File: config.mk
export PLATFORM = sky130hd
export DESIGN_NAME = tone_tracker_flat
export DESIGN_NICKNAME = d
export VERILOG_FILES = /design/src/rtl/tone_tracker_if.sv /design/src/rtl/tone_tracker.sv /design/src/flat_wrapper.sv
export SDC_FILE = /design/constraint.sdc
export NUM_CORES = 1
export LEC_CHECK = 0
export ABC_CLOCK_PERIOD_IN_PS = 3100
export CAP_MARGIN = 20
export CELL_PAD_IN_SITES_DETAIL_PLACEMENT = 0
export CELL_PAD_IN_SITES_GLOBAL_PLACEMENT = 1
export CORE_ASPECT_RATIO = 0.8
export CORE_MARGIN = 2
export CORE_UTILIZATION = 34
export DETAILED_ROUTE_END_ITERATION = 8
export GPL_TIMING_DRIVEN = 0
export HOLD_SLACK_MARGIN = 0.03
export PLACE_DENSITY_LB_ADDON = 0.1
export SYNTH_ARGS = -nofsm -noshare
export SYNTH_HDL_FRONTEND = slang
export SYNTH_SLANG_ARGS = --single-unit
File: constraint.sdc
create_clock -name CLOCK_50 -period 3.1 [get_ports CLOCK_50]
set_input_delay 0.775 -clock CLOCK_50 [delete_from_list [all_inputs] [get_ports CLOCK_50]]
set_output_delay 0.775 -clock CLOCK_50 [all_outputs]
set_load 0.03 [all_outputs]
File: src/rtl/tone_tracker_if.sv
// Audio sample handshake between the tone generator and the audio controller.
// The generator offers a sample every cycle; the controller says when it can take one.
interface tone_tracker_if #(
    parameter int AMP_W = 32
);
    logic             out_allowed;
    logic             write_out;
    logic [AMP_W-1:0] sample_l;
    logic [AMP_W-1:0] sample_r;

    modport master (
        input  out_allowed,
        output write_out,
        output sample_l,
        output sample_r
    );

    modport slave (
        output out_allowed,
        input  write_out,
        input  sample_l,
        input  sample_r
    );
endinterface

File: src/rtl/tone_tracker.sv
// Square-wave tone generator with a tick-driven saturating level tracker.
// The level walks toward LO, MID or HI according to the select band.
module tone_tracker #(
    parameter int SEL_W     = 4,
    parameter int HALF_BASE = 3000,
    parameter int HALF_STEP = 32768,
    parameter int CNT_W     = 20,
    parameter int AMP_W     = 32,
    parameter int AMPLITUDE = 10000000,
    parameter int TICK_DIV  = 50000000,
    parameter int LEVELS    = 9,
    parameter int LO_MAX    = 5,
    parameter int ME_MAX    = 10,
    localparam int LW       = $clog2(LEVELS),
    localparam int TW       = $clog2(TICK_DIV)
) (
    input  logic                 CLOCK_50,
    input  logic                 reset,
    input  logic [SEL_W-1:0]     sel,
    tone_tracker_if.master       aud,
    output logic [AMP_W-1:0]     snap,
    output logic                 tick,
    output logic [LW-1:0]        level,
    output logic [LW-1:0]        level_gray,
    output logic [1:0]           band
);

    typedef enum logic [1:0] {
        B_OFF = 2'd0,
        B_HI  = 2'd1,
        B_ME  = 2'd2,
        B_LO  = 2'd3
    } band_e;

    localparam logic [CNT_W-1:0] STEP_C = CNT_W'(HALF_STEP);
    localparam logic [CNT_W-1:0] BASE_C = CNT_W'(HALF_BASE);
    localparam logic [AMP_W-1:0] AMP_P  = AMP_W'(AMPLITUDE);
    localparam logic [AMP_W-1:0] AMP_N  = AMP_W'(-AMPLITUDE);
    localparam logic [TW-1:0]    TLAST  = TW'(TICK_DIV - 1);
    localparam logic [LW-1:0]    MID    = LW'((LEVELS - 1) / 2);
    localparam logic [LW-1:0]    TOP    = LW'(LEVELS - 1);
    localparam logic [SEL_W-1:0] LO_C   = SEL_W'(LO_MAX);
    localparam logic [SEL_W-1:0] ME_C   = SEL_W'(ME_MAX);

    logic [CNT_W-1:0] half;
    logic [CNT_W-1:0] phase_cnt;
    logic             phase;
    logic [AMP_W-1:0] sample_val;
    logic [AMP_W-1:0] sample_q;
    logic [TW-1:0]    tick_cnt;
    logic [LW-1:0]    lvl_nxt;
    band_e            band_c;

    assign half = CNT_W'(sel) * STEP_C + BASE_C;

    // >= rather than == so a mid-period sel decrease toggles on the next cycle
    always_ff @(posedge CLOCK_50) begin
        if (reset || sel == '0) begin
            phase_cnt <= '0;
            phase     <= 1'b0;
        end else if (phase_cnt >= half - CNT_W'(1)) begin
            phase_cnt <= '0;
            phase     <= ~phase;
        end else begin
            phase_cnt <= phase_cnt + CNT_W'(1);
        end
    end

    always_comb begin
        sample_val = '0;
        if (sel != '0)
            sample_val = phase ? AMP_P : AMP_N;
    end

    always_ff @(posedge CLOCK_50) begin
        if (reset)
            sample_q <= '0;
        else
            sample_q <= sample_val;
    end

    assign aud.sample_l  = sample_q;
    assign aud.sample_r  = sample_q;
    assign aud.write_out = aud.out_allowed & ~reset;

    always_ff @(posedge CLOCK_50) begin
        if (reset || tick_cnt == TLAST)
            tick_cnt <= '0;
        else
            tick_cnt <= tick_cnt + TW'(1);
    end

    assign tick = (tick_cnt == TLAST) && !reset;

    always_comb begin
        band_c = B_OFF;
        unique case (1'b1)
            (sel == '0):                band_c = B_OFF;
            (sel != '0 && sel <= LO_C): band_c = B_LO;
            (sel > LO_C && sel <= ME_C): band_c = B_ME;
            (sel > LO_C && sel > ME_C): band_c = B_HI;
        endcase
    end

    assign band = band_c;

    always_comb begin
        lvl_nxt = level;
        unique case (band_c)
            B_LO: if (level != '0) lvl_nxt = level - LW'(1);
            B_HI: if (level != TOP) lvl_nxt = level + LW'(1);
            B_ME: begin
                if (level > MID)
                    lvl_nxt = level - LW'(1);
                else if (level < MID)
                    lvl_nxt = level + LW'(1);
            end
            B_OFF: lvl_nxt = level;
        endcase
    end

    always_ff @(posedge CLOCK_50) begin
        if (reset) begin
            level <= MID;
            snap  <= '0;
        end else if (tick) begin
            level <= lvl_nxt;
            snap  <= sample_q;
        end
    end

    assign level_gray = level ^ (level >> 1);

endmodule

File: src/flat_wrapper.sv
// flat-port wrapper written by rule: the top's interface ports become plain ports
module tone_tracker_flat 
#(
    parameter int SEL_W     = 4,
    parameter int HALF_BASE = 3000,
    parameter int HALF_STEP = 32768,
    parameter int CNT_W     = 20,
    parameter int AMP_W     = 32,
    parameter int AMPLITUDE = 10000000,
    parameter int TICK_DIV  = 50000000,
    parameter int LEVELS    = 9,
    parameter int LO_MAX    = 5,
    parameter int ME_MAX    = 10,
    localparam int LW       = $clog2(LEVELS),
    localparam int TW       = $clog2(TICK_DIV)
)
  (CLOCK_50, reset, sel, snap, tick, level, level_gray, band, aud_out_allowed, aud_write_out, aud_sample_l, aud_sample_r);
  tone_tracker_if #(.AMP_W(AMP_W)) aud_i ();
  input  logic CLOCK_50;
  input  logic reset;
  input  logic [SEL_W-1:0] sel;
  output logic [AMP_W-1:0] snap;
  output logic tick;
  output logic [LW-1:0] level;
  output logic [LW-1:0] level_gray;
  output logic [1:0] band;
  input wire logic [$bits(aud_i.out_allowed)-1:0] aud_out_allowed;
  output wire logic [$bits(aud_i.write_out)-1:0] aud_write_out;
  output wire logic [$bits(aud_i.sample_l)-1:0] aud_sample_l;
  output wire logic [$bits(aud_i.sample_r)-1:0] aud_sample_r;
  assign aud_i.out_allowed = aud_out_allowed;
  assign aud_write_out = aud_i.write_out;
  assign aud_sample_l = aud_i.sample_l;
  assign aud_sample_r = aud_i.sample_r;
  tone_tracker #(.SEL_W(SEL_W), .HALF_BASE(HALF_BASE), .HALF_STEP(HALF_STEP), .CNT_W(CNT_W), .AMP_W(AMP_W), .AMPLITUDE(AMPLITUDE), .TICK_DIV(TICK_DIV), .LEVELS(LEVELS), .LO_MAX(LO_MAX), .ME_MAX(ME_MAX)) u_core (.CLOCK_50(CLOCK_50), .reset(reset), .sel(sel), .aud(aud_i), .snap(snap), .tick(tick), .level(level), .level_gray(level_gray), .band(band));
endmodule
==> results.yml, run 1 <==
sta:
  fin_crit_ps: 3140
  setup_slack_ps: -38.3
  finalSetupViolCount: 1
  timing.fmax_mhz: 319
  post-route-period-util_pct: 101
  hold_viol: 0
  worst_pin_slew_ps: 699
  maxSlewViolCount: 0
  rsz0062_at_grt: "yes"
  setup_tns_ps: -38.3
  fin_skew_ps: 5.68
  slew_headroom_pct: 53.1
clock_tree:
  holdBufCountCts: 0
  h-tree-depth: 3
  clk_pin_slew_worst_paths_ps: 50
  clockRootBuffer: "clkbuf_16"
  cts-buffers-inserted: 9
  clock_path_buffers: 2
  cts_num_sinks: 57
  cts_tree: "built"
  clk_latency_ps: 320
grt:
  grt_start_max_net_pins: 36
  grt_usage_pct: 15.1
  gr-total-overflow: 0
  grt_pass1_vias: 2606
  antenna_found_initial: 0
  grt_pass1_wl_um: 13400
die:
  die_area_mm2: 0.0113
  rows: 33
  io_pins: 115
  fp.dieH_um: 95.6
  core_mm2: 0.0102
  start_util_pct: 34.8
  die_width_um: 118
placed_design:
  pre_cts_slack_ps: -411
  hpwl_um: 6410
  gp_congestion: 0.721
  port_buffers: 92
synth:
  synth-compound-area-share_pct: 6.04
  synth.distinct_cells: 44
  yosysMostFrequentCell: "buf_4"
  synth_simple_gate_area_share_pct: 22.2
  synth_top_area_share_pct: 32.0
  synth-seq-cells: 57
  async_flop_share_pct: 0
  synth_area_leader_cell: "dfxtp_1"
  syn_area_per_cell_um2: 8.25
  synth_edf_count: 0
  synth_cells: 432
  yosys_warnings: 0
  syn-cell-area_mm2: 0.00356
  synth_area_leaders: "dfxtp_1 32%, buf_4 19%, nor2_1 7.2%"
  muxShareOfSynthArea_pct: 1.44
  synth_fa_ha_area_share_pct: 5.62
  synth_xor_area_share_pct: 10.1
  seq_area_frac_synth_pct: 32.0
  synth_common_cells: "91 x buf_4, 68 x nor2_1, 57 x dfxtp_1, 28 x xnor2_1, 23 x inv_1"
  synth_top_family_by_area: "buffers and inverters"
  synth_ff_type: "dfxtp_1"
worst_setup_path:
  slowest_delay_ps: 530
  critPathRequiredTime_ps: 2320
  path_cells: "or4b_1 -> or4_4 -> or3_4 -> nor2_4 -> buf_6"
  slowest_stage: "or4b_1"
  worst_setup_path_end_kind: "output port"
  crit_arrival_ps: 2360
  worstPathMaxFanout: 3
  cp-start-kind: "register"
  worstSetupPathType: "register to output port"
route:
  viasPerCell: 4.26
  drc_errors: 0
  drt_pre_antenna_iters: 5
  ant_nets: 0
  avgRoutedWirePerCell_um: 12.1
  finalWirelength_um: 8440
  first_iter_violations: 68
  num_vias: 2979
cells_and_area:
  final_core_util_pct: 49.4
  layout-drive-gt1-share_pct: 22.5
  fin_nets: 580
  antenna_cells: 0
  area_growth_pct: 41.9
run_status:
  status: "complete, but fails checks"
  violations: "negative setup slack"
pwr:
  ir_worst_vdd_uv: 246
  p_leak_nw: 2.09
  power_density_mw_per_mm2: 389
hold_path:
  hp-class: "register to register"
run:
  maxCapViolCount: 0
## placed cells by master (no fill, tap or decap), types with 2 or more instances in the layout
master / synthesis / layout
or3_1: 3 / 3
clkbuf_16: 0 / 9
clkbuf_8: 0 / 3
xnor2_1: 28 / 28
nor2_1: 68 / 67
nor4_1: 6 / 5
nand2_1: 21 / 21
or4_1: 3 / 2
nor3b_1: 2 / 2
clkdlybuf4s50_1: 0 / 88
conb_1: 1 / 21
a2111oi_2: 1 / 2
buf_2: 2 / 2
xor2_1: 13 / 13
a211oi_1: 2 / 2
inv_1: 23 / 23
and3_1: 6 / 6
ha_1: 16 / 16
and4_1: 5 / 5
a21o_1: 3 / 3
a21oi_1: 8 / 8
nand4_1: 11 / 11
a221o_1: 2 / 2
and2_1: 2 / 2
mux2i_1: 4 / 4
dlygate4sd2_1: 0 / 2
o21ai_0: 4 / 4
dfxtp_2: 0 / 4
nor3_1: 9 / 9
buf_4: 91 / 93
dfxtp_1: 57 / 53
clkbuf_1: 6 / 5
or2_2: 3 / 3
nand3_1: 17 / 17
## cells by family after synthesis
kind of cell	Yosys count
AOI/OAI and AO/OA	28
xor gates and xnor gates	41
adders and majority gates	16
buffers and inverters	122
DFF	57
muxes	5
other	1
and+or+nand+nor	162
## registers in the layout (all words and copies together) (netlist names)
name and count:
u_core.phase_cnt 20, u_core.aud.sample_l 3, u_core.level 4, u_core.tick_cnt 26, u_core.phase 1, u_core.snap 3
## layout make-up
| cell class | instances | area (µm²) |
|---|---|---|
| buffer | 99 | 717 |
| clock buffer | 12 | 267 |
| clock inverter | 2 | 13.8 |
| fill | 1060 | 5180 |
| inverter | 23 | 86.3 |
| multi-input combinational | 273 | 1720 |
| sequential | 57 | 1150 |
| tap | 140 | 175 |
| timing repair buffer | 94 | 935 |
## worst paths after layout
| check | depth (start not counted) | endpoint | slack [ps] | from |
|---|---|---|---|---|
| hold reg to reg | 1 | u_core.aud.sample_l[30] | 420 | u_core.phase |
| setup reg to reg | 6 | u_core.level[3] | 350 | u_core.tick_cnt[24] |
| setup / recovery | 5 | tick | -40 | u_core.tick_cnt[24] |
| hold / removal | 1 | u_core.aud.sample_l[30] | 420 | u_core.phase |
## per-stage QoR
| step | cell area [µm²] | cells | power [mW] | hold slack [ps] |
|---|---|---|---|---|
| CTS | 5030 | 698 | 1.99 | 419 |
| global placement | 4740 | 684 | 1.06 | 417 |
| floorplan | 3640 | 452 | 0.970 | 392 |
| global route | 5060 | 700 | 2.05 | 437 |
| detailed placement | 4740 | 684 | 1.06 | 417 |
| finish | 5060 | 700 | 1.97 | 418 |
## per-layer routing
metal,global-route usage (%),vias up,routed length (µm)
li1,-,1571,-
met1,21.3,1301,4520
met2,22.2,98,3320
met3,2.99,9,475
met4,6.85,0,123
met5,0,-,0
## worst max-delay path, delay by kind of cell, from the launching register on
kind | cells | cell delay (ps)
AND/OR/NAND/NOR | 4 | 1570
flip-flops | 1 | 330
buffers and inverters | 1 | 140
## power by group
| part | total, mW | internal [mW] | switching [mW] |
|---|---|---|---|
| clock | 0.924 | 0.596 | 0.328 |
| sequential | 0.757 | 0.743 | 0.0139 |
| combinational | 0.288 | 0.123 | 0.165 |
## what timing repair did
action | in CTS | in global routing
endpoints found under the setup margin | 20 | 22
pin swaps | 1 | 2
setup buffers | 0 | 2
resized for setup | 17 | 5
Power figures use the tool's default switching activity.
==> run 2, diff against run 1 <==
ABC_AREA = 1   (was unset)
GPL_TIMING_DRIVEN = unset   (was 0)
==> run 2 against run 1 <==
Net effect: the flow now finishes without violations; die area up 12%; clock power is 2% lower; design area shrank 5.2%; worst setup slack better by 300 ps; core utilization is 7.8 points lower; hold slack improved by 30 ps; first-iteration DRC count rose by 150%.
==> results.yml, run 2 <==
grt:
  grt_pass1_vias: 3038
  grt_usage_pct: 14.1
  antenna_found_initial: 0
  grt_pass1_wl_um: 14500
  gr-total-overflow: 0
  grt_start_max_net_pins: 35
synth:
  yosys_warnings: 0
  synth_edf_count: 0
  seq_area_frac_synth_pct: 28.5
  synth_cells: 591
  yosysMostFrequentCell: "nand2_1"
  synth_ff_type: "dfxtp_1"
  syn-cell-area_mm2: 0.00401
  syn_area_per_cell_um2: 6.78
  async_flop_share_pct: 0
  synth_area_leaders: "dfxtp_1 28%, buf_4 17%, nand2_1 10%"
  synth-seq-cells: 57
  synth.distinct_cells: 34
  synth_top_area_share_pct: 28.5
  synth_area_leader_cell: "dfxtp_1"
  synth_common_cells: "108 x nand2_1, 91 x buf_4, 79 x nor2_1, 74 x inv_1, 57 x dfxtp_1"
cells_and_area:
  mostFrequentLayoutCell: "nand2_1"
  layout-drive-gt1-share_pct: 6.35
  area_growth_pct: 19.7
  final_cells: 778
  final_cell_mix: "108 x nand2_1, 90 x clkdlybuf4s50_1, 79 x nor2_1"
  fin_nets: 648
  largest_reg_flops: 26
  top_register: "u_core.tick_cnt"
  largestRegisters: "u_core.tick_cnt x26, u_core.phase_cnt x20, u_core.level x4"
  antenna_cells: 0
die:
  core_mm2: 0.0115
  io_pins: 115
  die_area_mm2: 0.0127
  start_util_pct: 34.8
  die_width_um: 125
  rows: 35
  fp.dieH_um: 101
route:
  viasPerCell: 4.49
  finalWirelength_um: 8830
  drc_errors: 0
  ant_nets: 0
  drt_pre_antenna_iters: 5
  num_vias: 3497
  avgRoutedWirePerCell_um: 11.3
  first_iter_violations: 168
sta:
  post-route-period-util_pct: 91.7
  fin_skew_ps: 5.66
  timing.fmax_mhz: 352
  worst_pin_slew_ps: 709
  holdWs_ps: 448
  hold_viol: 0
  setup_tns_ps: 0
  slew_headroom_pct: 52.5
  fin_crit_ps: 2840
  finalSetupViolCount: 0
  rsz0062_at_grt: "no"
  maxSlewViolCount: 0
clock_tree:
  h-tree-depth: 3
  clk_latency_ps: 330
  cts_resized: 0
  clockRootBuffer: "clkbuf_16"
  clock_path_buffers: 2
  holdBufCountCts: 0
  cts-buffers-inserted: 9
  cts_tree: "built"
  cts_num_sinks: 57
  clk_pin_slew_worst_paths_ps: 50
  post-cts-setup-buffer-count: 0
worst_setup_path:
  path_delay_family: "buffers and inverters"
  crit_arrival_ps: 2070
  rr_worst_depth: 10
  slowest_delay_ps: 460
  critPathRequiredTime_ps: 2320
  regToRegStartpoint: "u_core.level[3]"
  worstSetupPathType: "primary input to output port"
  path_buf_inv: 4
  path_cells: "clkdlybuf4s50_1 -> inv_1 -> nor2_1 -> nand2_1 -> nand2_1 -> inv_1 -> a31oi_1 -> buf_4"
  worst_setup_path_end_kind: "output port"
  cp-start-kind: "primary input"
  r2r-end: "u_core.level[0]"
  slowest_stage: "clkdlybuf4s50_1"
  worstPathMaxFanout: 6
  reg2reg_slack_ps: 1060
hold_path:
  hp-class: "register to register"
  holdPathStages: 1
  hold_path_end: "u_core.aud.sample_l[30]"
  hold_start: "u_core.phase"
placed_design:
  port_buffers: 93
  gp_congestion: 0.783
  hpwl_um: 6930
  place_inst: 762
pwr:
  power_density_mw_per_mm2: 395
  p_leak_nw: 1.97
  ir_worst_vdd_uv: 197
run:
  maxCapViolCount: 0
run_status:
  status: "completed"
run 2: changes by cell type after synthesis, sizes merged, moves of 5 or more:
cell / change
and4: -5
xnor2: -23
nor3: +12
nor4: -5
a21oi: +16
nand2: +91
and3: -5
inv: +52
nand3: +29
nand3b: +5
nor2: +14
o21ai: +7
or2: +5
run 2: area by class of cell:
type	instances	area [µm²]
clock inverter	3	15.0
tap	148	185
inverter	75	284
clock buffer	13	260
timing repair buffer	98	961
multi-input combinational	384	1950
fill	1193	6720
sequential	57	1140
run 2: worst max-delay path by stage:
stage,end,from,slack [ps],depth (start not counted)
after floorplan,band[0],sel[3],510,6
after global placement,band[0],sel[3],260,8
after detailed placement,band[0],sel[3],260,8
after CTS,band[0],sel[3],250,8
after global routing,tick,u_core.tick_cnt[0],100,10
final,band[0],sel[3],260,8
run 2: logic make-up after synthesis:
group,count (synthesis),share of synthesized area (%)
compound gates,44,6.15
xor+xnor,14,3.06
fa+ha+maj,16,5.00
buf+inv,170,24.7
flops,57,28.5
other cells,1,0.0936
simple gates,289,32.5
run 2: through the flow:
stage          utilization (%)  instance area, µm²  setup slack, ps  power [mW]
6_report                  41.6                4790              258        1.89
5_1_grt                   41.6                4790             99.5        1.98
4_1_cts                   41.6                4790              254        1.93
3_5_place_dp              39.2                4520              258        1.00
3_3_place_gp              39.2                4520              262        1.00
2_1_floorplan                -                4080              513       0.974
run 2: worst register-to-register path: stages, from the launching register on:
cell and delay [ps]:
dfxtp_1 470, inv_1 150, ha_1 210, o21ai_0 360, nand2_1 100, nor2_1 240
inv_1 100, nand3_1 90, nor2_1 80, nor2_1 90, nor2_1 50
run 2: power by group:
part	internal [mW]	switching, mW
logic	0.0775	0.159
clock network	0.579	0.329
registers	0.743	0.00752
run 2: layer usage:
| metal | GRT usage (%) | share of wire, % | up-vias | routed length (µm) |
|---|---|---|---|---|
| met5 | 0 | 0 | - | 0 |
| met4 | 3.85 | 1.2 | 0 | 104 |
| met3 | 3.77 | 5.6 | 10 | 492 |
| met2 | 21.3 | 40 | 110 | 3570 |
| met1 | 20.0 | 53 | 1549 | 4660 |
| li1 | - | - | 1828 | - |
